==> config.mk <==
export PLATFORM = sky130hd
export DESIGN_NAME = wptr_full
export DESIGN_NICKNAME = d
export VERILOG_FILES = /design/src/rtl/wptr_full.sv
export SDC_FILE = /design/constraint.sdc
export NUM_CORES = 1
export LEC_CHECK = 0
export ABC_CLOCK_PERIOD_IN_PS = 3850
export BUFFER_PORTS_ARGS = -buffer_cell sky130_fd_sc_hd__buf_2
export CAP_MARGIN = 30
export CELL_PAD_IN_SITES_DETAIL_PLACEMENT = 1
export CELL_PAD_IN_SITES_GLOBAL_PLACEMENT = 1
export CORE_MARGIN = 3
export CORE_UTILIZATION = 39
export DETAILED_ROUTE_END_ITERATION = 8
export MAX_ROUTING_LAYER = met4
export PLACE_DENSITY = 0.84
export SKIP_CTS_REPAIR_TIMING = 1
export SYNTH_ARGS = -nofsm -noshare
export SYNTH_HDL_FRONTEND = slang
export SYNTH_SLANG_ARGS = --single-unit
==> constraint.sdc <==
create_clock -name wclk -period 3.85 [get_ports wclk]
set_clock_uncertainty 0.15 [all_clocks]
set_input_delay 0.385 -clock wclk [delete_from_list [all_inputs] [get_ports wclk]]
set_output_delay 0.385 -clock wclk [all_outputs]
set_load 0.005 [all_outputs]
==> src/rtl/wptr_full.sv <==
// Write-domain pointer and full-flag generator for the dual-clock FIFO.
// Holds the binary write counter, publishes its Gray image to the read
// domain, and derives full / almost-full / level / overflow status from
// the synchronized Gray read pointer. Status is pessimistic because the
// read pointer it sees is always stale.
module wptr_full #(
  parameter int ASIZE    = 4,
  parameter int AF_LEVEL = 12
) (
  input  logic             wclk,
  input  logic             wrst_n,
  input  logic             winc,
  input  logic [ASIZE:0]   wq2_rptr,
  input  logic             wovf_clr,
  output logic [ASIZE-1:0] waddr,
  output logic [ASIZE:0]   wptr,
  output logic             wfull,
  output logic             walmost_full,
  output logic [ASIZE:0]   wlevel,
  output logic             wovf
);

  localparam logic [ASIZE:0] AF_THR = (ASIZE+1)'(AF_LEVEL);

  // Gray to binary: each binary bit is the XOR of all Gray bits at or above it.
  function automatic logic [ASIZE:0] gray2bin(input logic [ASIZE:0] g);
    logic [ASIZE:0] b;
    b[ASIZE] = g[ASIZE];
    for (int i = ASIZE - 1; i >= 0; i--) begin
      b[i] = b[i+1] ^ g[i];
    end
    return b;
  endfunction

  logic [ASIZE:0] wbin;
  logic [ASIZE:0] wbin_next;
  logic [ASIZE:0] wgray_next;
  logic [ASIZE:0] rbin_s;
  logic [ASIZE:0] lvl_next;
  logic [ASIZE:0] full_cmp;
  logic           push;

  // Next-pointer, level and full-compare arithmetic for this cycle.
  always_comb begin
    push       = winc & ~wfull;
    wbin_next  = wbin + {{ASIZE{1'b0}}, push};
    wgray_next = (wbin_next >> 1) ^ wbin_next;
    rbin_s     = gray2bin(wq2_rptr);
    // Modulo subtraction: the extra MSB keeps the difference in 0..2**ASIZE.
    lvl_next   = wbin_next - rbin_s;
    // Full when the write pointer is one lap ahead: top two Gray bits
    // inverted, the rest equal.
    full_cmp   = {~wq2_rptr[ASIZE:ASIZE-1], wq2_rptr[ASIZE-2:0]};
  end

  // The RAM address is the low bits of the binary counter, straight off a flop.
  assign waddr = wbin[ASIZE-1:0];

  // Pointer and status registers. wptr is a flop output with no logic after
  // it, so it is safe to send across the clock boundary.
  always_ff @(posedge wclk or negedge wrst_n) begin
    if (!wrst_n) begin
      wbin         <= '0;
      wptr         <= '0;
      wfull        <= 1'b0;
      walmost_full <= 1'b0;
      wlevel       <= '0;
    end else begin
      wbin         <= wbin_next;
      wptr         <= wgray_next;
      wfull        <= (wgray_next == full_cmp);
      walmost_full <= (lvl_next >= AF_THR);
      wlevel       <= lvl_next;
    end
  end

  // Sticky overflow: a write attempted while full sets it, and the set wins
  // over a clear in the same cycle so no event is lost.
  always_ff @(posedge wclk or negedge wrst_n) begin
    if (!wrst_n)
      wovf <= 1'b0;
    else if (winc & wfull)
      wovf <= 1'b1;
    else if (wovf_clr)
      wovf <= 1'b0;
  end

endmodule

Word-level counts from Yosys, hierarchy flattened
Cells that the tools add are included.
{"block": "word_totals", "register_bits": 18, "inputBits": 9, "output_inout_bits": 17, "elab_cells": 22}
{"block": "classes", "magnitude_cmp": 1, "mux": 2, "n_addsub": 2, "bitwise_logic": 9, "n_eq_ne": 1, "n_reduce_logical": 1}
{"cell": "$add A5 B1 Y5", "n": 1}
{"cell": "$eq A5 B5 Y1", "n": 1}
{"cell": "$ge A5 B4 Y1 const B", "n": 1}
{"cell": "$sub A5 B5 Y5", "n": 1}
{"cell": "$xor A4 B5 Y5", "n": 1}
{"cell": "$xor A1 B1 Y1", "n": 4}
{"cell": "$and A1 B1 Y1", "n": 2}
{"cell": "$mux W1", "n": 2}
{"cell": "$not A2 Y2", "n": 1}
{"cell": "$reduce_bool A2 Y1", "n": 1}
{"cell": "$not A1 Y1", "n": 1}

Logic depth before layout (Yosys ltp)
{"block": "logic_depth", "depth_word": 6, "depth_mapped": 10, "mapped_depth_nobuf": 10}

Least setup slack after synthesis
No wires, ideal clock.
{"block": "synth_path", "path_kind": "input port to flip-flop", "startpoint": "in wq2_rptr[4]", "endpoint": "reg walmost_full", "required_ns": 3.562, "setup_slack_ns": 0.878, "setup_time_ns": 0.138, "path_buffers": 0, "arrival_time_ns": 2.684, "cell_stages": 10, "path_cell_list": "xnor2_1 > xor2_1 > xor2_1 > xnor2_1 > ha_1 > fa_1 > nor2b_1 > o21ai_1 > and3_1 > or4b_1"}
{"block": "synth_between", "elab_chain_cells": 6}
{"element": "from (decl)", "line_no": "13", "text": "input logic [ASIZE:0] wq2_rptr,"}
{"element": "$xor A1 B1 Y1 (4 in series)", "line_no": "30", "text": "b[i] = b[i+1] ^ g[i];"}
{"element": "$sub A5 B5 Y5 *", "line_no": "50", "text": "lvl_next = wbin_next - rbin_s;"}
{"element": "$ge A5 B4 Y1 *", "line_no": "72", "text": "walmost_full <= (lvl_next >= AF_THR);"}
{"element": "to (signal assigned)", "line_no": "72"}
{"element": "to (decl)", "line_no": "18", "text": "output logic walmost_full,"}
Every way passes the cells marked *; elsewhere a longest branch is shown, timed or not.
A chain may end at the register's enable or synchronous reset.

Worst setup path in the final report
Same ends and word-level chain as after synthesis.

==> results.toml <==
[grt]
grt_pass1_vias = 746
grt_pass1_wl_um = 3560
grt_max_degree = 18
antenna_found_initial = 0
overflow = 0
grtUsageTotal = 0.153

[run_status]
status = "complete, no violations"

[final_layout]
fill_cells = 250
num_antenna_cells = 0
nets = 128
multiInputGateArea_um2 = 489
final_area_mm2 = 0.00114
drive_above_1_share = 0.315
seq_area_um2 = 425
final_common_cell = "buf_2"
final_cell_mix = "buf_2 (25), dfrtp_1 (17), xnor2_1 (12)"
areaGrowthSynthToFinish_pct = 20.1

[yosys]
syn_nets = 98
yosys_warnings = 0
synthCells = 82
synthFlopType = "dfrtp_1"
ys_seq_elements = 17
synth_edf_count = 0
ys_types = 28
synth_top_cell_by_area = "dfrtp_1"
synth-async-reset-ratio = 1.00
avgSynthCellArea_um2 = 11.6
synth_top_area_share = 0.446
synth_area_leaders = "dfrtp_1 (45%), xnor2_1 (11%), ha_1 (7.9%)"
netlist_area_um2 = 953
yosysSeqAreaShare = 0.446

[floorplan]
io_pins = 26
die_y_um = 55.4
row_count = 17
fp.dieW_um = 55.4
die_area_mm2 = 0.00307
core_mm2 = 0.00228
initial_core_util = 0.419

[worst_setup_path]
crit_type = "input pin to flip-flop"
cp.arrival_ps = 3110
cp-start-kind = "input pin"
slowest_delay_ps = 510
cp.required_ps = 3860
critPathMaxFanout = 5
cp_cell_sequence = "buf_2, xnor2_1, xor2_1, xor2_1, xnor2_1, ha_1, fa_1, nor2b_1, o21ai_1, and3_1, or4b_1"
worst_setup_path_end_kind = "flip-flop"
crit_path_top_delay_cell = "or4b_1"

[timing]
worst_pin_slew_ps = 393
setup_viol = 0
period_minus_slack_ps = 3090
fin_crit_sh = 0.804
layout_setup_ws_ps = 755
fmax_mhz = 323
fin_setup_tns_ps = 0
slew_headroom = 0.738
hold_viol = 0
rsz0062_at_grt = "false"
drv_slew = 0

[placed_design]
hpwl_um = 1640
place_area_mm2 = 0.00111
portBuffers = 25
gp_congestion = 0.722
dp_slack_ps = 402

[cts]
htree_num_levels = 1
cts.root.buffer_cell = "clkbuf_4"
clk_pin_slew_ps = 90
clk_latency_ps = 290
clock_sinks = 17
cts_tree = "yes"
cts_buffers = 3
cts_buffer_depth = 2

[run]
maxCapViolCount = 0

[power]
design_power_total_uw = 1120
ir_drop_mv = 0.502
pwr_density_cell_mw_per_mm2 = 974
p_leak_uw = 0.000557

[detailed_routing]
routed_via_density = 5.05
dr.pass1.iters = 4
postRouteAntennaNets = 0
drt_wl_total_um = 2000
wl_per_cell_um = 14.4
vias = 702
drc_errors = 0
drtIter0Drc = 15

[hold_path]
min_path_type = "input pin to flip-flop"
-- stage by stage --
step | util | cells | hold slack (ps)
after CTS | 0.499 | 138 | -149
after global routing | 0.503 | 139 | 123
after floorplan | - | 82 | -60.6
final | 0.503 | 139 | 131
after detailed placement | 0.487 | 134 | 187
after global placement | 0.487 | 134 | 176
-- power breakdown --
group          switching (uW)  internal (uW)  leakage, uW
logic                     350            332     0.000339
clock network            52.6           40.3    0.0000150
registers                63.5            277     0.000203
-- critical path, delay by kind of cell --
family | cells | cell delay [ps]
xor+xnor | 4 | 910
buf+inv | 1 | 120
simple gates | 3 | 870
compound gates | 1 | 90
fa+ha+maj | 2 | 720
-- registers in the layout, indices dropped and copies added, names as in the netlist --
register	flops
wbin	5
wlevel	5
wptr	4
wfull	1
wovf	1
walmost_full	1
-- layer usage --
layer,share of wire,vias up,track usage
met5,0,-,-
met3,0.051,4,0.0421
li1,-,332,-
met1,0.39,346,0.161
met2,0.54,20,0.264
met4,0.023,0,0.0729
-- area by class of cell --
class,count,share of cell area
clock buffers,4,0.0230
repair buffers,26,0.118
multi-input cells,55,0.427
well taps,28,0.0306
flip-flops and latches,17,0.372
inverters,9,0.0295
-- kinds of logic after synthesis --
kind of cell,Yosys count,synth area share
buf+inv,10,0.0407
mux,1,0.0105
xor+xnor,22,0.234
flops,17,0.446
fa+ha+maj,7,0.0997
compound gates,9,0.0709
simple gates,16,0.0984
-- Yosys cell counts (2+ instances only) --
cell	count
a21oi_1	2
dfrtp_1	17
ha_1	6
inv_1	9
nand2_1	3
nand3_1	4
nor2b_1	2
xnor2_1	12
xnor2_2	2
xor2_1	6
xor2_2	2
-- worst paths after layout --
path | startpoint | end | slack, ps | cells after the start
min in group asynchronous | wrst_n | wlevel[2]$_DFF_PN0_ | 390 | 2
max | wq2_rptr[4] | walmost_full$_DFF_PN0_ | 760 | 11
min | wovf_clr | wovf$_DFFE_PN0P_ | 130 | 2
min reg2reg | wovf$_DFFE_PN0P_ | wovf$_DFFE_PN0P_ | 390 | 2
max in group asynchronous | wrst_n | wlevel[1]$_DFF_PN0_ | 2880 | 2
max reg2reg | wfull$_DFF_PN0_ | walmost_full$_DFF_PN0_ | 840 | 9
(Power assumes the default switching activity.)
